[src/rtl/decode_stage_if.sv]
// Handshake bundle between fetch, the decode stage and execute.
//   in_*  : fetch -> decode (valid/ready, instruction, PC)
//   out_* : decode -> execute (valid/ready, decoded fields)
// slave  : view taken by the decode stage
// master : view taken by the surrounding fetch/execute logic
interface decode_stage_if;
   logic        in_valid;
   logic        in_ready;
   logic [31:0] in_instr;
   logic [63:0] in_pc;

   logic        out_valid;
   logic        out_ready;
   logic [7:0]  out_op;
   logic [4:0]  out_rs1;
   logic [4:0]  out_rs2;
   logic [4:0]  out_rd;
   logic [63:0] out_imm;
   logic [5:0]  out_shamt;
   logic [63:0] out_pc;
   logic        out_illegal;

   modport slave (
      input  in_valid, in_instr, in_pc, out_ready,
      output in_ready, out_valid, out_op, out_rs1, out_rs2, out_rd, out_imm, out_shamt,
             out_pc, out_illegal
   );

   modport master (
      output in_valid, in_instr, in_pc, out_ready,
      input  in_ready, out_valid, out_op, out_rs1, out_rs2, out_rd, out_imm, out_shamt,
             out_pc, out_illegal
   );
endinterface

[src/rtl/decode_stage.sv]
// RV64IM decode stage: one registered output slot with valid/ready backpressure.
// Ports:
//   clk, reset_n   : core clock, asynchronous active-low reset
//   flush          : synchronous kill of the held bundle and the incoming instruction
//   bus            : decode_stage_if.slave (fetch input handshake, execute output bundle)
//   illegal_count  : saturating count of accepted illegal instructions
module decode_stage #(
   parameter logic [7:0]  ILLEGAL_OP = 8'hFF,
   parameter int unsigned CNT_W      = 16
) (
   input  logic             clk,
   input  logic             reset_n,
   input  logic             flush,
   decode_stage_if.slave    bus,
   output logic [CNT_W-1:0] illegal_count
);

   typedef struct packed {
      logic [7:0]  op;
      logic [4:0]  rs1;
      logic [4:0]  rs2;
      logic [4:0]  rd;
      logic [63:0] imm;
      logic [5:0]  shamt;
      logic [63:0] pc;
      logic        illegal;
   } bundle_t;

   bundle_t          bundle_d, bundle_q;
   logic             out_valid_d, out_valid_q;
   logic [CNT_W-1:0] cnt_d, cnt_q;

   logic [31:0] ins;
   logic [6:0]  opcode, funct7;
   logic [2:0]  f3;
   logic [7:0]  op_dec;
   logic [63:0] imm_dec;
   logic [5:0]  shamt_dec;
   logic [63:0] imm_i, imm_s, imm_b, imm_u, imm_j;
   logic        accept;

   assign ins    = bus.in_instr;
   assign opcode = ins[6:0];
   assign f3     = ins[14:12];
   assign funct7 = ins[31:25];

   assign imm_i = {{52{ins[31]}}, ins[31:20]};
   assign imm_s = {{52{ins[31]}}, ins[31:25], ins[11:7]};
   assign imm_b = {{51{ins[31]}}, ins[31], ins[7], ins[30:25], ins[11:8], 1'b0};
   assign imm_u = {{32{ins[31]}}, ins[31:12], 12'b0};
   assign imm_j = {{43{ins[31]}}, ins[31], ins[19:12], ins[20], ins[30:21], 1'b0};

   // Instruction decode; anything not matched keeps ILLEGAL_OP.
   always_comb begin
      op_dec    = ILLEGAL_OP;
      imm_dec   = '0;
      shamt_dec = '0;
      case (opcode)
         7'b0110011: begin
            case (funct7)
               7'b0000000: begin
                  case (f3)
                     3'd0: op_dec = 8'd0;
                     3'd1: op_dec = 8'd5;
                     3'd2: op_dec = 8'd8;
                     3'd3: op_dec = 8'd9;
                     3'd4: op_dec = 8'd2;
                     3'd5: op_dec = 8'd6;
                     3'd6: op_dec = 8'd3;
                     default: op_dec = 8'd4;
                  endcase
               end
               7'b0100000: begin
                  if (f3 == 3'd0) op_dec = 8'd1;
                  else if (f3 == 3'd5) op_dec = 8'd7;
               end
               7'b0000001: op_dec = 8'd10 + {5'b0, f3};
               default: ;
            endcase
         end
         7'b0010011: begin
            imm_dec = imm_i;
            case (f3)
               3'd0: op_dec = 8'd18;
               3'd2: op_dec = 8'd25;
               3'd3: op_dec = 8'd26;
               3'd4: op_dec = 8'd19;
               3'd6: op_dec = 8'd20;
               3'd7: op_dec = 8'd21;
               3'd1: begin
                  shamt_dec = ins[25:20];
                  if (ins[31:26] == 6'b000000) op_dec = 8'd22;
               end
               default: begin
                  shamt_dec = ins[25:20];
                  if (ins[31:26] == 6'b000000) op_dec = 8'd23;
                  else if (ins[31:26] == 6'b010000) op_dec = 8'd24;
               end
            endcase
         end
         7'b0011011: begin
            imm_dec = imm_i;
            // funct7 checks include ins[25]=0, so 32-bit shifts never see shamt[5].
            case (f3)
               3'd0: op_dec = 8'd29;
               3'd1: begin
                  shamt_dec = {1'b0, ins[24:20]};
                  if (funct7 == 7'b0000000) op_dec = 8'd30;
               end
               3'd5: begin
                  shamt_dec = {1'b0, ins[24:20]};
                  if (funct7 == 7'b0000000) op_dec = 8'd31;
                  else if (funct7 == 7'b0100000) op_dec = 8'd32;
               end
               default: ;
            endcase
         end
         7'b0111011: begin
            case (funct7)
               7'b0000000: begin
                  if (f3 == 3'd0) op_dec = 8'd33;
                  else if (f3 == 3'd1) op_dec = 8'd35;
                  else if (f3 == 3'd5) op_dec = 8'd36;
               end
               7'b0100000: begin
                  if (f3 == 3'd0) op_dec = 8'd34;
                  else if (f3 == 3'd5) op_dec = 8'd37;
               end
               7'b0000001: begin
                  if (f3 == 3'd0) op_dec = 8'd38;
                  else if (f3[2]) op_dec = 8'd35 + {5'b0, f3};
               end
               default: ;
            endcase
         end
         7'b0100011: begin
            imm_dec = imm_s;
            if (!f3[2]) op_dec = 8'd43 + {5'b0, f3};
         end
         7'b1100011: begin
            imm_dec = imm_b;
            if (f3 == 3'd0) op_dec = 8'd47;
            else if (f3 == 3'd1) op_dec = 8'd48;
            else if (f3[2]) op_dec = 8'd45 + {5'b0, f3};
         end
         7'b1101111: begin
            imm_dec = imm_j;
            op_dec  = 8'd53;
         end
         7'b1100111: begin
            imm_dec = imm_i;
            if (f3 == 3'd0) op_dec = 8'd54;
         end
         7'b0110111: begin
            imm_dec = imm_u;
            op_dec  = 8'd55;
         end
         7'b0010111: begin
            imm_dec = imm_u;
            op_dec  = 8'd56;
         end
         7'b1110011: begin
            imm_dec = imm_i;
            if (ins == 32'h0000_0073) op_dec = 8'd57;
            else if (ins == 32'h0010_0073) op_dec = 8'd58;
         end
         7'b0000011: begin
            imm_dec = imm_i;
            case (f3)
               3'd0: op_dec = 8'd59;
               3'd1: op_dec = 8'd60;
               3'd2: op_dec = 8'd61;
               3'd3: op_dec = 8'd65;
               3'd4: op_dec = 8'd62;
               3'd5: op_dec = 8'd63;
               3'd6: op_dec = 8'd64;
               default: ;
            endcase
         end
         default: ;
      endcase
   end

   assign bus.in_ready = !flush && (!out_valid_q || bus.out_ready);
   assign accept       = bus.in_valid && bus.in_ready;

   always_comb begin
      out_valid_d = out_valid_q;
      bundle_d    = bundle_q;
      cnt_d       = cnt_q;
      if (flush) begin
         out_valid_d = 1'b0;
      end else if (accept) begin
         out_valid_d      = 1'b1;
         bundle_d.op      = op_dec;
         bundle_d.rs1     = ins[19:15];
         bundle_d.rs2     = ins[24:20];
         bundle_d.rd      = ins[11:7];
         bundle_d.imm     = imm_dec;
         bundle_d.shamt   = shamt_dec;
         bundle_d.pc      = bus.in_pc;
         bundle_d.illegal = (op_dec == ILLEGAL_OP);
         if ((op_dec == ILLEGAL_OP) && (cnt_q != '1)) cnt_d = cnt_q + CNT_W'(1);
      end else if (bus.out_ready) begin
         out_valid_d = 1'b0;
      end
   end

   always_ff @(posedge clk or negedge reset_n) begin
      if (!reset_n) begin
         out_valid_q <= 1'b0;
         bundle_q    <= '0;
         cnt_q       <= '0;
      end else begin
         out_valid_q <= out_valid_d;
         bundle_q    <= bundle_d;
         cnt_q       <= cnt_d;
      end
   end

   assign bus.out_valid   = out_valid_q;
   assign bus.out_op      = bundle_q.op;
   assign bus.out_rs1     = bundle_q.rs1;
   assign bus.out_rs2     = bundle_q.rs2;
   assign bus.out_rd      = bundle_q.rd;
   assign bus.out_imm     = bundle_q.imm;
   assign bus.out_shamt   = bundle_q.shamt;
   assign bus.out_pc      = bundle_q.pc;
   assign bus.out_illegal = bundle_q.illegal;
   assign illegal_count   = cnt_q;

endmodule
[src/flat_wrapper.sv]
// flat-port wrapper written by rule: the top's interface ports become plain ports
module decode_stage_flat 
#(
   parameter logic [7:0]  ILLEGAL_OP = 8'hFF,
   parameter int unsigned CNT_W      = 16
)
  (clk, reset_n, flush, illegal_count, bus_in_valid, bus_in_instr, bus_in_pc, bus_out_ready, bus_in_ready, bus_out_valid, bus_out_op, bus_out_rs1, bus_out_rs2, bus_out_rd, bus_out_imm, bus_out_shamt, bus_out_pc, bus_out_illegal);
  decode_stage_if bus_i ();
  input  logic clk;
  input  logic reset_n;
  input  logic flush;
  output logic [CNT_W-1:0] illegal_count;
  input wire logic [$bits(bus_i.in_valid)-1:0] bus_in_valid;
  input wire logic [$bits(bus_i.in_instr)-1:0] bus_in_instr;
  input wire logic [$bits(bus_i.in_pc)-1:0] bus_in_pc;
  input wire logic [$bits(bus_i.out_ready)-1:0] bus_out_ready;
  output wire logic [$bits(bus_i.in_ready)-1:0] bus_in_ready;
  output wire logic [$bits(bus_i.out_valid)-1:0] bus_out_valid;
  output wire logic [$bits(bus_i.out_op)-1:0] bus_out_op;
  output wire logic [$bits(bus_i.out_rs1)-1:0] bus_out_rs1;
  output wire logic [$bits(bus_i.out_rs2)-1:0] bus_out_rs2;
  output wire logic [$bits(bus_i.out_rd)-1:0] bus_out_rd;
  output wire logic [$bits(bus_i.out_imm)-1:0] bus_out_imm;
  output wire logic [$bits(bus_i.out_shamt)-1:0] bus_out_shamt;
  output wire logic [$bits(bus_i.out_pc)-1:0] bus_out_pc;
  output wire logic [$bits(bus_i.out_illegal)-1:0] bus_out_illegal;
  assign bus_i.in_valid = bus_in_valid;
  assign bus_i.in_instr = bus_in_instr;
  assign bus_i.in_pc = bus_in_pc;
  assign bus_i.out_ready = bus_out_ready;
  assign bus_in_ready = bus_i.in_ready;
  assign bus_out_valid = bus_i.out_valid;
  assign bus_out_op = bus_i.out_op;
  assign bus_out_rs1 = bus_i.out_rs1;
  assign bus_out_rs2 = bus_i.out_rs2;
  assign bus_out_rd = bus_i.out_rd;
  assign bus_out_imm = bus_i.out_imm;
  assign bus_out_shamt = bus_i.out_shamt;
  assign bus_out_pc = bus_i.out_pc;
  assign bus_out_illegal = bus_i.out_illegal;
  decode_stage #(.ILLEGAL_OP(ILLEGAL_OP), .CNT_W(CNT_W)) u_core (.clk(clk), .reset_n(reset_n), .flush(flush), .bus(bus_i), .illegal_count(illegal_count));
endmodule
[config.mk]
export PLATFORM = sky130hd
export DESIGN_NAME = decode_stage_flat
export DESIGN_NICKNAME = d
export VERILOG_FILES = /design/src/rtl/decode_stage_if.sv /design/src/rtl/decode_stage.sv /design/src/flat_wrapper.sv
export SDC_FILE = /design/constraint.sdc
export NUM_CORES = 1
export LEC_CHECK = 0
export BUFFER_PORTS_ARGS = -buffer_cell sky130_fd_sc_hd__buf_2
export CAP_MARGIN = 30
export CORE_AREA = 4 4 127 129
export DETAILED_ROUTE_END_ITERATION = 8
export DIE_AREA = 0 0 131 133
export GPL_TIMING_DRIVEN = 1
export PLACE_DENSITY = 0.8
export SYNTH_ARGS = -nofsm -noshare
export SYNTH_HDL_FRONTEND = slang
export SYNTH_SLANG_ARGS = --single-unit
[constraint.sdc]
create_clock -name clk -period 2.7 [get_ports clk]
set_input_delay 0.27 -clock clk [delete_from_list [all_inputs] [get_ports clk]]
set_output_delay 0.27 -clock clk [all_outputs]
set_load 0.02 [all_outputs]
After elaboration in Yosys (flattened, before gate mapping)

Cells that the tools add are included.

$add $sub $neg: 5
Mux-type cells: 36
Eq/ne operators: 26
Reductions and logical operators: 16
Bitwise gates (word level): 1

Operator list:

| kind                                                                    | count |
|---|---|
| 64-bit one-hot mux with 5 select lines                                  | 1 |
| 8-bit 2-to-1 mux                                                        | 22 |
| 8-bit one-hot mux with 7 select lines                                   | 2 |
| 8-bit one-hot mux with 12 select lines                                  | 1 |
| 8-bit one-hot mux with 3 select lines                                   | 3 |
| 7-bit by 6-bit equality test with 1-bit output, second input constant   | 5 |
| 32-bit by 21-bit equality test with 1-bit output, second input constant | 1 |
| 32-bit by 7-bit equality test with 1-bit output, second input constant  | 1 |
| 7-bit equality test, second input constant                              | 4 |
| 4-bit one-hot mux with 7 select lines                                   | 1 |
| 6-bit by 3-bit adder with 7-bit output, first input constant            | 3 |
| 7-bit by 5-bit equality test with 1-bit output, second input constant   | 3 |
| 16-bit by 1-bit adder with 16-bit output, second input constant         | 1 |
| 16-bit inequality test, second input constant                           | 1 |
| 3-bit equality test, second input constant                              | 4 |
| 6-bit one-hot mux with 2 select lines                                   | 1 |
| 8-bit equality test, second input constant                              | 1 |
| 7-bit by 1-bit equality test with 1-bit output, second input constant   | 1 |
| 7-bit by 2-bit equality test with 1-bit output, second input constant   | 1 |
| 7-bit zero test                                                         | 1 |
| 3-bit by 2-bit equality test with 1-bit output, second input constant   | 2 |
| 6-bit by 5-bit equality test with 1-bit output, second input constant   | 1 |
| 6-bit zero test                                                         | 1 |
| 6-bit 2-to-1 mux                                                        | 1 |
| 15 further kinds                                                        | 21 |

Output and inout port bits: 176
Word-level logic and storage cells: 94
Register bits: 175
Input bits: 101

Depth between registers and ports, before layout

Depth after elaboration: 9
Mapped depth: 14
Gate-level depth less buffers: 10

Least setup slack after synthesis

OpenSTA, ideal clock, no wires.

Kind: input to register
Start point: in bus_in_instr[12]
End point: reg u_core.cnt_q[8], in the netlist u_core.illegal_count[8]
Library setup time: 0.130 ns
Arrival time: 2.933 ns
Setup slack: -0.363 ns
Required time: 2.570 ns
Stages on the path: 13
Buffers on the path: 3
Cell sequence: clkbuf_1 > inv_1 > ha_1 > buf_6 > or4_1 > a21o_1 > o22a_1 > nor3_1 > nor4_1 > nor4_4 > buf_6 > nand3_1 > xnor2_1

Longest elaborated chain between the ends: 9
Elaborated cells between the ends (all ways): 40
Those cells by class: add/sub (4); eq/ne (10); mux (23); reduce/logical (3)

Ends and longest elaborated chain:

| what                                                                           | RTL line            | RTL |
|---|---|---|
| start, declared                                                                | flat_wrapper.sv:14  | `input wire logic [$bits(bus_i.in_instr)-1:0] bus_in_instr;` |
| branches (longest 5 deep; another with 6-bit by 3-bit adder with 7-bit output) | --                  |  |
| 8-bit one-hot mux with 12 select lines *                                       | decode_stage.sv:58  | `case (opcode)` |
| 8-bit equality test *                                                          | decode_stage.sv:203 | `if ((op_dec == ILLEGAL_OP) && (cnt_q != '1)) cnt_d = cnt_q + CNT_W'(1);` |
| 1-bit logical AND *                                                            | decode_stage.sv:203 |  |
| 3-bit AND reduction (no line) *                                                | --                  |  |
| end signal, assigned                                                           | decode_stage.sv:217 | `cnt_q <= cnt_d;` |
| end, declared                                                                  | decode_stage.sv:31  | `logic [CNT_W-1:0] cnt_d, cnt_q;` |

Mark *: on every way between the ends.
A chain may end at the register's enable or synchronous reset.

Worst setup path after layout

Start point: in bus_in_instr[13]
End point: reg u_core.cnt_q[1], in the netlist u_core.illegal_count[1]

Same word-level chain as after synthesis.

==> implementation parameters <==
Parameter                              Value

Placed design
  Post-placement setup slack    -287 ps
  DPL Wire Length    19.2 mm
  Port bufs    276
  Final Wtd Congestion    0.998
  Placed instance count    1331

Power
  Internal portion of total power    4.36 mW
  Switching fraction of total power    31.9%
  Combinational cell fraction of total power    22.1%
  Static leakage    5.23 nW
  Sum of internal, switching and leakage power    6.41 mW
  Clock share of power    38.2%
  Reg power frac    39.7%
  Maximum vdd ir drop    0.489 mV
  P_sw    2.04 mW
  Power density over cell area    648 mW/mm^2

Global route
  Total congestion overflow    0
  Number of antenna violations at the first check in global routing    0
  Wire length of the first global-routing pass    40.2 mm
  Maximum number of pins on one net before global-route repair    66
  Via count of the first global-routing pass    7358
  Total track usage    29.5%

CTS
  Number of buffers inserted to repair setup after CTS    0
  Clock Sinks    143
  Count of H-tree levels built during CTS    4
  Clock tree from TritonCTS    yes
  Clk slew on worst S/H paths    60 ps
  Inserted Clock Buffers    17
  Max clock buf depth    2
  Clk_lat worst skew    420 ps
  Cell at the root of the clock tree    clkbuf_16

Layout
  # nets final    1272
  Multi-input gate area in the final layout    0.00336 mm^2
  Number of diodes    0
  Non-filler cells in the finished layout    1365
  Area added between synthesis and finish    34.4%
  Total area of sequential cells    0.00358 mm^2
  Fraction of final layout cells with drive strength greater than 1    35.5%
  Final-layout fill cell count    1201

Floorplan
  Starting density of the core    49.0%
  Die outline width    131 um
  Number of top-level pins    277
  Count of standard-cell rows    45
  Core footprint    0.0150 mm^2
  Vertical extent of the die    133 um
  DIE AREA    0.0174 mm^2

Yosys
  Seq/Total Area, Yosys    48.6%
  Count of state elements after synthesis    143
  Gate count after technology mapping    873
  Per-instance average area after synthesis    8.43 um^2
  Post-synthesis cell area    0.00736 mm^2
  Post-synth net total    981
  Main synth FF type    dfrtp_1
  Number of enable flip-flop cells after synthesis    0
  Ys Warns    0
  Proportion of register bits with asynchronous set or reset after synthesis    100%
  Unique masters post-synth    67

Timing
  Final worst path period share    96.3%
  Worst hold slack    37.4 ps
  Max_slew headroom    57.0%
  Fin worst setup slack    98.7 ps
  Minimum clock period after layout    2600 ps
  Pins over their slew limit    0
  Unrepaired setup endpoints after global routing    no
  Fmax    0.384 GHz
  Worst-Margin Slew    646 ps
  Summed negative setup slack over all endpoints    0 ps
  Total count of hold-check failures in the final report    0
  Post-route clock skew    7.35 ps
  # setup viols final    0

Route
  Number of nets with antenna violations after routing    0
  Per-cell routed wire length    19.0 um
  Drt first-iter violations    785
  Remaining design rule violation count    0
  Vias per cell    5.58
  Total routed wirelength    26.0 mm
  Routed vias    7614
  Pre-Repair DR Iteration Count    5

Worst setup path
  CP arrival    2900 ps
  Critical path peak fanout    15
  Startpoint class of the critical path    input pin
  Endpoint kind of the worst setup timing path    flip-flop
  Type of the worst setup path    input pin to flip-flop
  CP Data Required Time    3000 ps
  Worst R2R Setup Slack    210 ps

Run status
  Status    completed

Hold path
  Type of the worst min-delay path    input pin to flip-flop

Job
  Reported max-cap violation count    0
-- area by class of cell --
cell class              count  area share [%]
well taps                 188            2.38
multi-input cells         634            34.0
clock buffers              18            4.44
clock inverters            14            1.83
repair buffers            358            20.7
inverters                  10           0.455
flip-flops and latches    143            36.2
-- worst max-delay path, stage by stage --
cell     delay [ps]
buf_2           130
inv_1           110
ha_4            190
or4_1           510
a21o_1          250
a221o_1         390
nand3_1         120
nor3b_4          70
nor4_4          310
buf_12          190
mux2_2          340
-- cells by family after synthesis --
logic type,after synthesis,share of synthesized area (%)
and+or+nand+nor,439,26.0
AOI/OAI and AO/OA,168,14.8
buffers and inverters,96,6.87
muxes,3,0.425
adders and majority gates,8,1.34
DFF,143,48.6
xor gates and xnor gates,16,1.90
-- registers in the layout, summed over array words and instances (netlist names) --
name and flops:
u_core.bus.out_illegal 1, u_core.bus.out_imm 32, u_core.bus.out_op 8, u_core.bus.out_pc 64
u_core.bus.out_rd 5, u_core.bus.out_rs1 5, u_core.bus.out_rs2 5, u_core.bus.out_shamt 6
u_core.bus.out_valid 1, u_core.illegal_count 16
-- power groups by stage --
stage / clock network, mW / logic, mW / registers, mW
4_1_cts: 2.47 / 1.42 / 2.54
5_1_grt: 2.57 / 1.54 / 2.57
3_5_place_dp: 0 / 1.41 / 2.57
2_1_floorplan: 0 / 0.492 / 2.86
3_3_place_gp: 0 / 1.39 / 2.56
6_report: 2.45 / 1.42 / 2.54
-- routing by layer --
layer / track usage, % / wire [um] / up-vias
met5: 0 / 0 / -
met4: 10.5 / 699 / 0
met3: 6.30 / 2090 / 58
met2: 48.1 / 12800 / 414
met1: 38.5 / 10400 / 3633
li1: - / - / 3509
-- cell usage in the layout, fill, tap and decap left out, types with 12 or more instances in the layout --
cell       instances
nand2_1          304
buf_2            275
dfrtp_1          143
buf_4             77
o21ai_0           51
a21oi_1           43
nor2_1            40
clkbuf_16         17
nand3_1           16
xnor2_1           14
a22o_1            12
-- Yosys cell counts, drive strengths merged, types with 5 or more instances --
library cell,count,area (um^2)
clkbuf,41,154
nor4,11,83.8
o31ai,7,52.6
inv,10,37.5
and2,5,31.3
nand4,9,56.3
o2111ai,5,43.8
o21ai,51,255
nand3,20,100
nor2b,8,50.1
dfrtp,143,3580
nor2,40,150
buf,45,314
xnor2,14,123
a21oi,43,215
ha,7,87.6
nor3,12,71.3
a221oi,6,52.6
a22o,12,105
nand2,305,1140
a31oi,5,31.3
-- per-stage QoR --
| stage | instance area (um^2) | util (%) |
|---|---|---|
| 5_1_grt | 9890 | 65.8 |
| 3_3_place_gp | 9220 | 61.3 |
| 6_report | 9890 | 65.8 |
| 4_1_cts | 9860 | 65.6 |
| 3_5_place_dp | 9220 | 61.3 |
| 2_1_floorplan | 7430 | - |
-- repair_timing --
item / 4_1_cts / 5_1_grt
endpoints found under the setup margin: 0 / 16
gates resized for setup: 0 / 6
hold buffers: 2 / 0
hold endpoints to repair: 64 / 0
-- final timing paths --
kind                                      endpoint               startpoint  depth (start not counted)
max                        u_core.illegal_count[1]         bus_in_instr[13]                         11
min                          u_core.bus.out_pc[46]            bus_in_pc[46]                          3
max reg2reg                u_core.illegal_count[1]  u_core.illegal_count[7]                          8
min reg2reg                  u_core.bus.out_pc[38]    u_core.bus.out_pc[38]                          2
max in group asynchronous  u_core.illegal_count[2]                  reset_n                          3
min in group asynchronous     u_core.bus.out_pc[7]                  reset_n                          2
Note: power is estimated with default switching activity, not from simulation.
